`src/rtl/cabac_pkg.sv`:
```
// Shared types and constants for the CABAC bitsNeeded / byte-feed sequencer.
package cabac_pkg;

  // Width of the signed m_bitsNeeded register.
  localparam int BN_W = 4;

  // Signed bitsNeeded value as seen by the datapath.
  typedef logic signed [BN_W-1:0] bn_t;

  // m_bitsNeeded value after reset and at every slice start.
  localparam int BN_RESET = -8;

  // Sequencer states.
  typedef enum logic [1:0] {
    IDLE = 2'd0,
    INIT = 2'd1,
    RUN  = 2'd2
  } state_t;

endpackage

```
`src/rtl/bits_needed_ctrl_byte_buf1.sv`:
```
// One-entry valid/ready byte buffer between the bitstream source and m_value.
// in_ready depends only on registers, so the source never sees a
// combinational path from the consumer side.
module byte_buf1 (
  input  logic       clk,
  input  logic       rst,
  input  logic       clear,
  input  logic       enable,
  input  logic       in_valid,
  input  logic [7:0] in_data,
  output logic       in_ready,
  output logic       out_valid,
  output logic [7:0] out_data,
  input  logic       consume
);

  logic       buf_valid;
  logic [7:0] buf_data;

  assign in_ready  = enable & ~buf_valid;
  assign out_valid = buf_valid;
  assign out_data  = buf_data;

  // Fill on handshake, empty on consume; clear discards any held or arriving byte.
  always_ff @(posedge clk) begin
    if (rst) begin
      buf_valid <= 1'b0;
      buf_data  <= '0;
    end else if (clear) begin
      buf_valid <= 1'b0;
    end else if (in_valid && in_ready) begin
      buf_valid <= 1'b1;
      buf_data  <= in_data;
    end else if (consume) begin
      buf_valid <= 1'b0;
    end
  end

endmodule

```
`src/rtl/bits_needed_ctrl.sv`:
```
// Owns m_bitsNeeded and the byte feed into m_value for the CABAC decoder.
// Loads INIT_BYTES bytes at slice start, then commits decode steps, stalling
// request steps until a byte is buffered.
module bits_needed_ctrl
  import cabac_pkg::*;
#(
  parameter int INIT_BYTES = 3,
  parameter int BN_W       = 4,
  parameter int CNT_W      = 16
) (
  input  logic                   clk,
  input  logic                   rst,
  input  logic                   start,
  output logic                   busy,
  output logic                   init_done,
  output logic signed [BN_W-1:0] bits_needed,
  input  logic                   step_valid,
  output logic                   step_ready,
  input  logic                   dp_request_byte,
  input  logic signed [BN_W-1:0] dp_bits_needed_next,
  input  logic                   byte_valid,
  input  logic [7:0]             byte_data,
  output logic                   byte_ready,
  output logic                   value_load,
  output logic [7:0]             value_byte,
  output logic                   value_init,
  output logic                   starved,
  output logic [CNT_W-1:0]       byte_count
);

  state_t     state;
  state_t     state_next;
  logic [2:0] init_cnt;
  logic       last_init;
  logic       buf_en;
  logic       buf_valid;
  logic [7:0] buf_data;
  logic       consume;

  assign buf_en    = (state != IDLE);
  assign last_init = (init_cnt == 3'd1);

  byte_buf1 u_buf (
    .clk       (clk),
    .rst       (rst),
    .clear     (start),
    .enable    (buf_en),
    .in_valid  (byte_valid),
    .in_data   (byte_data),
    .in_ready  (byte_ready),
    .out_valid (buf_valid),
    .out_data  (buf_data),
    .consume   (consume)
  );

  // State register.
  always_ff @(posedge clk) begin
    if (rst) state <= IDLE;
    else     state <= state_next;
  end

  // Next-state logic: start overrides everything; INIT ends on its last byte.
  always_comb begin
    state_next = state;
    if (start) begin
      state_next = INIT;
    end else if (state == INIT && buf_valid && last_init) begin
      state_next = RUN;
    end
  end

  // Output strobes and buffer consume; start suppresses every strobe.
  always_comb begin
    busy       = (state == INIT);
    init_done  = 1'b0;
    step_ready = 1'b0;
    value_load = 1'b0;
    value_init = 1'b0;
    value_byte = buf_data;
    starved    = 1'b0;
    consume    = 1'b0;
    if (!start) begin
      unique case (state)
        INIT: begin
          if (buf_valid) begin
            value_load = 1'b1;
            value_init = 1'b1;
            consume    = 1'b1;
            init_done  = last_init;
          end
        end
        RUN: begin
          if (step_valid) begin
            if (!dp_request_byte) begin
              step_ready = 1'b1;
            end else if (buf_valid) begin
              step_ready = 1'b1;
              value_load = 1'b1;
              consume    = 1'b1;
            end else begin
              starved    = 1'b1;
            end
          end
        end
        default: ;
      endcase
    end
  end

  // m_bitsNeeded: reloaded at start, otherwise changes only on a committed step.
  always_ff @(posedge clk) begin
    if (rst || start) bits_needed <= BN_W'(BN_RESET);
    else if (step_ready) bits_needed <= dp_bits_needed_next;
  end

  // Delivered-byte counter (wraps silently) and remaining-init-byte counter.
  always_ff @(posedge clk) begin
    if (rst) begin
      byte_count <= '0;
      init_cnt   <= '0;
    end else if (start) begin
      byte_count <= '0;
      init_cnt   <= 3'(INIT_BYTES);
    end else begin
      if (value_load) byte_count <= byte_count + 1'b1;
      if (value_load && value_init) init_cnt <= init_cnt - 3'd1;
    end
  end

endmodule

```
`config.mk`:
```
export PLATFORM = sky130hd
export DESIGN_NAME = bits_needed_ctrl
export DESIGN_NICKNAME = d
export VERILOG_FILES = /design/src/rtl/cabac_pkg.sv /design/src/rtl/bits_needed_ctrl_byte_buf1.sv /design/src/rtl/bits_needed_ctrl.sv
export SDC_FILE = /design/constraint.sdc
export NUM_CORES = 1
export LEC_CHECK = 0
export BUFFER_PORTS_ARGS = -buffer_cell sky130_fd_sc_hd__buf_2
export CORE_MARGIN = 5
export CORE_UTILIZATION = 30
export CTS_CLUSTER_SIZE = 30
export DETAILED_ROUTE_END_ITERATION = 6
export PLACE_DENSITY = 0.6
export SLEW_MARGIN = 20
export SYNTH_ARGS = -nofsm -noshare
export SYNTH_HDL_FRONTEND = slang
export SYNTH_HIERARCHICAL = 1
export SYNTH_SLANG_ARGS = --single-unit
```
`constraint.sdc`:
```
create_clock -name clk -period 3.04 [get_ports clk]
set_clock_uncertainty 0.2 [all_clocks]
set_input_delay 0.152 -clock clk [delete_from_list [all_inputs] [get_ports clk]]
set_output_delay 0.152 -clock clk [all_outputs]
set_load 0.01 [all_outputs]
```
==> results of run 1 <==
==> area by class of cell <==
cell class	instances	area share (%)
inverters	7	1.20
repair buffers	66	18.2
well taps	72	4.10
flip-flops and latches	34	31.0
multi-input cells	136	41.3
clock inverters	1	0.228
clock buffers	7	3.93
==> path summary, 6_finish.rpt <==
check	to	cells past startpoint	startpoint	slack (ns)
min	init_cnt[1]	2	rst	0.04
max reg2reg	u_buf/out_valid	8	state[0]	0.27
min reg2reg	u_buf/out_data[6]	2	u_buf/out_data[6]	0.27
max	u_buf/out_valid	8	state[0]	0.27
==> cells by family (layout without fill, tap and decap cells) <==
logic type                 Yosys count  count (layout)  share of synthesized area, %
AOI/OAI and AO/OA                   21              21                          7.81
xor gates and xnor gates             9               9                          4.73
adders and majority gates            6               6                          4.51
buffers and inverters               15              81                          4.73
DFF                                 34              34                          40.9
muxes                               12              12                          7.21
and+or+nand+nor                     88              88                          30.1
==> power breakdown <==
| part | internal, mW | switching (mW) |
|---|---|---|
| Clock | 0.183 | 0.156 |
| Sequential | 0.452 | 0.00414 |
| Combinational | 0.0398 | 0.0378 |
==> cells in the final DEF, fill, tap and decap left out, types with 7 or more instances in the layout <==
cell	instances
nand2_1	13
nand2b_1	17
inv_1	7
nand3_1	7
buf_2	52
dlygate4sd3_1	14
xnor2_1	9
mux2i_1	12
nor2_1	19
dfxtp_1	34
a21oi_1	9
==> stage by stage <==
stage,worst slack [ns],cells
after floorplan,0.797,185
after global placement,0.798,301
after detailed placement,0.741,301
after CTS,0.262,323
after global routing,0.0635,323
final,0.271,323
==> critical path: stages (launching register included) <==
cell and delay, ns:
dfxtp_1 0.36, inv_1 0.08, ha_1 0.21, a31oi_1 0.55, or2_2 0.26, inv_1 0.09, or2b_1 0.23, a211oi_1 0.18
dlygate4sd3_1 0.57
==> state kept, by name (all words and copies together) (netlist names) <==
name             cells
bits_needed          4
init_cnt             3
byte_count          16
state                2
u_buf/out_data       8
u_buf/out_valid      1
==> what timing repair did <==
| action | CTS | global route |
|---|---|---|
| resized for setup | 0 | 0 |
| endpoints found under the hold margin | 13 | 0 |
| setup buffers | 0 | 0 |
| hold buffers | 14 | 0 |
==> routing by layer <==
metal	GRT usage, %	vias up	share of wire [%]
met1	14.7	698	44
li1	-	770	-
met4	4.89	0	1.6
met2	19.4	39	48
met5	0	-	0
met3	4.12	6	6.2
==> run_results.csv, run 1 <==
group,metric,value,unit
layout,nets,274,
floorplanning,initial_core_util,30.6,%
power_and_ir_drop,p_leak,0.905,nW
drt,drcViolationCount,0,
synthesis,yosys.cell_types.count,34,
power_and_ir_drop,power_density,397,mW/mm^2
floorplanning,rows,27,
synthesis,synth-async-reset-ratio,0,%
drt,drtIter0Drc,56,
synthesis,synth.yosys.seq_area_share,40.9,%
hold_path,hold_class,"input pin to flip-flop",
layout,ff_latch_area,681,sq um
sta,post-route-period-util,91.1,%
clock_tree,htreeDepth,2,
sta,rsz0062_at_grt,"false",
global_routing,grt_overflow,0,
synthesis,synth_ff_type,"dfxtp_1",
layout,n_antenna_cell,0,
power_and_ir_drop,p_total,0.872,mW
sta,tns,0,ns
placed_design,io_buffers,52,
clock_tree,root_buffer,"clkbuf_8",
layout,fin_util,40.3,%
synthesis,netlist_area,0.00167,sq mm
synthesis,synth.area.top_cells,"dfxtp_1, mux2i_1, nand2b_1",
sta,tightestPinTransition,0.771,ns
drt,vias,1513,
sta,slew_violations,0,
floorplanning,die_w,84.5,um
sta,fmax,0.361,GHz
setup_path,crit_type,"flip-flop to flip-flop",
clock_tree,numCtsBuffers,5,
setup_path,endpoint_kind,"flip-flop",
synthesis,syn_avg_cell_area,9.00,sq um
synthesis,synth-edff-count,0,
floorplanning,coreArea,0.00544,sq mm
setup_path,required,3.06,ns
layout,multiInputGateArea,906,sq um
synthesis,yosysTopAreaCell,"dfxtp_1",
synthesis,synth_nets,209,
synthesis,yosys_warnings,6,
clock_tree,cts_tree,"yes",
power_and_ir_drop,ir_drop,0.247,mV
floorplanning,die_area,0.00714,sq mm
layout,design_area,0.00219,sq mm
synthesis,synth_most_common_cell,"dfxtp_1",
global_routing,grt_max_degree,23,
layout,area_growth,31.8,%
sta,period_needed,2.77,ns
drt,dr.pass1.iters,4,
placed_design,dp_hpwl,2920,um
global_routing,grt_use_total,12.1,%
drt,wl_per_cell,12.6,um
run_status,status,"complete, no violations",
floorplanning,floorplan.die.height,84.5,um
clock_tree,worst_skew_pair.late_latency,0.28,ns
floorplanning,pin_count,53,
synthesis,yosysTopAreaCellShare,40.9,%
layout,drive_gt1_share,25.9,%
synthesis,synthCells,185,
clock_tree,ctsLongestPathBuffers,2,
drt,wl,4080,um
setup_path,crit_fanout,9,
layout,fillers,572,
placed_design,gp_congestion,0.714,
global_routing,grt_pass1_wl,7090,um
sta,setup_violations,0,
drt,ant_nets,0,
clock_tree,clock-sinks,34,
drt,vias_per_cell,4.68,
sta,final_hold_viol_count,0,
placed_design,placed_area,0.00196,sq mm
setup_path,cp-start-kind,"flip-flop",
synthesis,synth_common_cells,"dfxtp_1, nor2_1, nand2b_1, nand2_1, mux2i_1",
sta,whs,0.0409,ns
clock_tree,clk_pin_slew,0.07,ns
sta,relSlewSlack,48.2,%
global_routing,first_global_vias,1468,
global_routing,antenna_found_initial,0,
synthesis,synth-seq-cells,34,
flow_run,cap_violations,0,
setup_path,critical_path_arrival,2.79,ns
(Power assumes the default switching activity.)
==> run 2: changes to the inputs <==
Settings changed: SYNTH_HIERARCHICAL 1 to default.
==> run 2 against run 1 <==
Design area decreased by 1.8%. Die area decreased by 6.4%. Fmax increased by 3.6%. Synthesized area decreased by 7.3%. Total power decreased by 0.27%.
==> run_results.csv, run 2 <==
group,metric,value,unit
power_and_ir_drop,clkPwrFrac,39.0,%
setup_path,r2r_end,"u_buf.out_data[7]",
placed_design,placed_area,0.00185,sq mm
drt,drcViolationCount,0,
floorplanning,initial_core_util,30.6,%
power_and_ir_drop,p_sw,0.198,mW
layout,fillers,526,
run_status,status,"complete, no violations",
setup_path,reg2reg_slack,0.37,ns
drt,dr.pass1.iters,4,
setup_path,cp-start-kind,"flip-flop",
sta,post-route-period-util,87.9,%
synthesis,synth_ff_type,"dfxtp_1",
drt,wl_per_cell,11.9,um
clock_tree,clock-sinks,34,
sta,relSlewSlack,63.7,%
drt,drtIter0Drc,55,
flow_run,cap_violations,0,
clock_tree,numCtsBuffers,5,
clock_tree,htreeDepth,2,
placed_design,placed_cells,294,
global_routing,grt_use_total,12.0,%
clock_tree,worst_skew_pair.late_latency,0.28,ns
synthesis,yosys.cell_types.count,35,
clock_tree,root_buffer,"clkbuf_8",
layout,stdcell_count,323,
global_routing,first_global_vias,1390,
sta,tns,0,ns
power_and_ir_drop,internal_power,0.672,mW
sta,tightestPinTransition,0.543,ns
synthesis,synth-edff-count,0,
floorplanning,coreArea,0.00504,sq mm
clock_tree,ctsLongestPathBuffers,2,
global_routing,antenna_found_initial,0,
synthesis,syn_avg_cell_area,8.53,sq um
sta,fmax,0.374,GHz
placed_design,gp_congestion,0.679,
synthesis,synth_nets,205,
sta,slew_violations,0,
placed_design,dp_hpwl,2640,um
clock_tree,clk_pin_slew,0.07,ns
power_and_ir_drop,power_frac_comb,8.5,%
layout,design_area,0.00215,sq mm
placed_design,io_buffers,52,
synthesis,synth_most_common_cell,"dfxtp_1",
setup_path,endpoint_kind,"flip-flop",
setup_path,crit_type,"flip-flop to flip-flop",
synthesis,netlist_area,0.00154,sq mm
drt,ant_nets,0,
synthesis,yosys_warnings,0,
layout,top_register,"byte_count",
sta,rsz0062_at_grt,"false",
layout,nets,276,
synthesis,synth_common_cells,"dfxtp_1, nand2_1, a21oi_1, nor2_1, o21ai_0",
layout,multiInputGateArea,802,sq um
global_routing,grt_pass1_wl,6240,um
clock_tree,postCtsHoldBufs,21,
power_and_ir_drop,ir_drop,0.159,mV
layout,n_antenna_cell,0,
layout,drive_gt1_share,26.1,%
floorplanning,die_w,81.7,um
power_and_ir_drop,switching_share,22.8,%
layout,largest_register_ffs,16,
synthesis,yosysTopAreaCellShare,44.1,%
setup_path,required,3.06,ns
sta,final_hold_viol_count,0,
floorplanning,floorplan.die.height,81.7,um
synthesis,synthCells,181,
drt,vias,1482,
power_and_ir_drop,p_leak,0.888,nW
layout,area_growth,39.5,%
floorplanning,die_area,0.00668,sq mm
setup_path,ff2ff_path_depth,7,
sta,setup_violations,0,
synthesis,synth.yosys.seq_area_share,44.1,%
power_and_ir_drop,power_density,404,mW/mm^2
sta,fin_ws,0.367,ns
synthesis,synth.area.top_cells,"dfxtp_1, a21oi_1, nand2_1",
synthesis,synth-async-reset-ratio,0,%
placed_design,dp_slack,0.639,ns
global_routing,grt_max_degree,25,
layout,ff_latch_area,681,sq um
clock_tree,cts_tree,"yes",
setup_path,crit_fanout,8,
setup_path,r2r-start,"state[0]",
global_routing,grt_overflow,0,
clock_tree,post_cts_resized,0,
drt,vias_per_cell,4.59,
sta,period_needed,2.67,ns
synthesis,synth-seq-cells,34,
layout,final_common_cell,"buf_2",
layout,final_cell_mix,"buf_2, dfxtp_1, nand2_1",
floorplanning,rows,26,
drt,wl,3840,um
hold_path,hold_class,"input pin to flip-flop",
power_and_ir_drop,seqPwrFrac,52.5,%
setup_path,critical_path_arrival,2.69,ns
setup_path,startpoint,"state[0]",
floorplanning,pin_count,53,
setup_path,cp-endpoint,"u_buf.out_data[7]",
synthesis,yosysTopAreaCell,"dfxtp_1",
clock_tree,cts_setup_buffers,0,
## run 2: cell type report
type                       instances  area share [%]
clock buffer                       7            4.01
clock inverter                     1           0.232
inverter                           6            1.05
multi-input combinational        132            37.2
sequential                        34            31.6
tap                               70            4.07
timing repair buffer              73            21.8
## run 2: how the worst min path moves through the flow
stage,slack [ns],endpoint,cells after the start,from
after floorplan,0.02,init_cnt[1],1,rst
after detailed placement,0.16,bits_needed[3],2,dp_bits_needed_next[3]
after global routing,0.09,u_buf.out_valid,3,byte_valid
after CTS,0.05,u_buf.out_valid,3,byte_valid
final,0.06,u_buf.out_valid,3,byte_valid
after global placement,0.16,bits_needed[3],2,dp_bits_needed_next[3]
## run 2: metal layers
metal,vias up,part of all wire (%),track usage [%]
li1,771,-,-
met1,671,46,14.3
met2,35,47,20.0
met3,5,6.1,4.06
met4,0,1.1,4.49
met5,-,0,0
## run 2: power by group through the flow
stage | Sequential (mW) | Combinational (mW) | Clock [mW]
floorplan | 0.466 | 0.0333 | 0
CTS | 0.456 | 0.0745 | 0.356
detailed placement | 0.467 | 0.0575 | 0
global placement | 0.466 | 0.0562 | 0
finish | 0.456 | 0.0741 | 0.339
global route | 0.457 | 0.0827 | 0.376
## run 2: metrics by stage
| step | total power, mW | hold WS [ns] | util (%) |
|---|---|---|---|
| 6_report | 0.870 | 0.0637 | 42.7 |
| 2_1_floorplan | 0.500 | 0.0248 | - |
| 5_1_grt | 0.916 | 0.0852 | 42.7 |
| 3_3_place_gp | 0.523 | 0.157 | 36.7 |
| 4_1_cts | 0.886 | 0.0509 | 42.7 |
| 3_5_place_dp | 0.524 | 0.159 | 36.7 |
## run 2: cells by family (layout without fill, tap and decap cells)
family	count (synthesis)	count (layout)	share of synthesized area [%]
flops	34	34	44.1
simple gates	80	80	27.3
buf+inv	15	87	3.97
fa+ha+maj	6	6	4.86
mux	3	3	1.94
compound gates	36	36	13.9
xor+xnor	7	7	3.97
## run 2: critical path, stage by stage (launching register included)
cell           delay [ns]
dfxtp_1              0.36
inv_1                0.08
ha_1                 0.21
or3b_2               0.46
nor2_1               0.44
nand2_1              0.12
a21oi_1              0.16
dlygate4sd3_1        0.58
==> run 3: changes to the inputs <==
==> constraint.sdc (replaced) <==
create_clock -name clk -period 2.7 [get_ports clk]
set_clock_uncertainty 0.2 [all_clocks]
set_input_delay 0.54 -clock clk [delete_from_list [all_inputs] [get_ports clk]]
set_output_delay 0.54 -clock clk [all_outputs]
set_load 0.01 [all_outputs]
==> run 3 against run 2 <==
Sequential power up 13%. Largest cell class unchanged. Clock power up 17%. Critical path type is now flip-flop to primary output. Wire length down 5.3%.
==> run_results.csv, run 3 (synthesized netlist as in run 2, its figures left out) <==
group,metric,value,unit
power_and_ir_drop,power_density,496,mW/mm^2
clock_tree,clk_pin_slew,0.07,ns
global_routing,grt_use_total,11.6,%
placed_design,dp_hpwl,2670,um
global_routing,first_global_vias,1311,
drt,ant_nets,0,
sta,fmax,0.407,GHz
drt,drtIter0Drc,57,
global_routing,grt_max_degree,25,
layout,drive_gt1_share,29.5,%
clock_tree,ctsLongestPathBuffers,2,
layout,fillers,541,
setup_path,r2r-start,"state[0]",
power_and_ir_drop,ir_drop,0.205,mV
drt,dr.pass1.iters,4,
hold_path,holdPathStages,2,
placed_design,io_buffers,52,
run_status,status,"complete, no violations",
drt,vias,1428,
setup_path,r2r_end,"byte_count[15]",
global_routing,grt_overflow,0,
power_and_ir_drop,p_total,0.973,mW
placed_design,gp_congestion,0.750,
drt,wl,3640,um
layout,final_common_cell,"buf_2",
clock_tree,postCtsHoldBufs,0,
placed_design,placed_cells,296,
setup_path,crit_buf_inv,2,
setup_path,ff2ff_path_depth,6,
drt,drcViolationCount,0,
sta,tns,0,ns
setup_path,reg2reg_slack,0.29,ns
floorplanning,pin_count,53,
layout,multiInputGateArea,802,sq um
sta,setup_violations,0,
clock_tree,clock-sinks,34,
setup_path,cp-start-kind,"flip-flop",
sta,relSlewSlack,64.4,%
layout,n_antenna_cell,0,
sta,rsz0062_at_grt,"false",
setup_path,critical_path_arrival,1.72,ns
setup_path,crit_fanout,6,
layout,top_register,"byte_count",
floorplanning,rows,26,
layout,final_cell_mix,"buf_2, dfxtp_1, nand2_1",
clock_tree,root_buffer,"clkbuf_8",
clock_tree,numCtsBuffers,5,
floorplanning,floorplan.die.height,81.7,um
clock_tree,post_cts_resized,0,
setup_path,crit_type,"flip-flop to primary output",
sta,period_needed,2.46,ns
clock_tree,cts_tree,"yes",
power_and_ir_drop,p_leak,0.789,nW
setup_path,critPathMaxStageDelay,0.37,ns
hold_path,hold_class,"flip-flop to flip-flop",
layout,ff_latch_area,681,sq um
floorplanning,die_area,0.00668,sq mm
hold_path,hp-start,"u_buf.out_data[4]",
clock_tree,htreeDepth,2,
setup_path,required,1.96,ns
drt,vias_per_cell,4.70,
setup_path,cp_cell_sequence,"inv_1 -> ha_1 -> nand3b_4 -> nor2_1 -> buf_2",
sta,slew_violations,0,
flow_run,cap_violations,0,
setup_path,endpoint_kind,"primary output",
layout,area_growth,27.1,%
sta,tightestPinTransition,0.533,ns
layout,nets,257,
floorplanning,initial_core_util,30.6,%
global_routing,antenna_found_initial,0,
setup_path,slowest_stage,"dfxtp_1",
clock_tree,cts_setup_buffers,0,
clock_tree,worst_skew_pair.late_latency,0.28,ns
sta,final_hold_viol_count,0,
global_routing,grt_pass1_wl,6080,um
layout,stdcell_count,304,
setup_path,crit_family,"simple AND/OR/NAND/NOR gates",
layout,fin_util,38.9,%
floorplanning,coreArea,0.00504,sq mm
layout,largest_register_ffs,16,
hold_path,hold_end,"u_buf.out_data[4]",
floorplanning,die_w,81.7,um
drt,wl_per_cell,12.0,um
sta,post-route-period-util,91.0,%
==> run 3: cell count changes in the layout (fill, tap and decap cells not counted) <==
| cell | before | now |
|---|---|---|
| dlygate4sd3_1 | 21 | 0 |
| buf_4 | 0 | 2 |
| clkbuf_1 | 1 | 0 |
| clkinvlp_4 | 0 | 1 |
==> run 3: per-layer routing <==
metal	wire length (um)	global-route usage [%]
met1	1770	15.6
met2	1610	17.4
met3	229	4.28
met4	24	2.99
met5	0	0
==> run 3: cell type report <==
class	count	area share, %
repair buffers	54	14.0
multi-input cells	132	40.9
flip-flops and latches	34	34.7
clock inverters	2	0.637
clock buffers	6	4.21
inverters	6	1.15
well taps	70	4.46
==> run 3: how the worst max path moves through the flow <==
stage / slack (ns) / cells past startpoint / startpoint / to
3_5_place_dp: 0.31 / 6 / state[0] / byte_count[15]
4_1_cts: 0.24 / 5 / state[0] / value_load
6_report: 0.24 / 5 / state[0] / value_load
3_3_place_gp: 0.40 / 6 / state[0] / byte_count[15]
2_1_floorplan: 0.47 / 7 / state[0] / byte_count[15]
5_1_grt: 0.11 / 5 / state[0] / value_load
==> run 3: per-stage QoR <==
step | hold WS, ns | instance area, sq um | setup slack, ns
6_report | 0.252 | 1960 | 0.243
5_1_grt | 0.268 | 1960 | 0.112
4_1_cts | 0.247 | 1960 | 0.236
3_5_place_dp | 0.244 | 1870 | 0.314
3_3_place_gp | 0.240 | 1870 | 0.395
2_1_floorplan | 0.270 | 1540 | 0.470
==> run 3: worst min-delay path, cell delays in order (launching register included) <==
cell and delay [ns]:
dfxtp_1 0.31, nand2_1 0.05, a21oi_1 0.05
==> run 3: where the power goes <==
part	leakage (nW)	switching (mW)	internal, mW
logic	0.466	0.0372	0.0269
clock network	0.0472	0.190	0.205
registers	0.275	0.00551	0.508
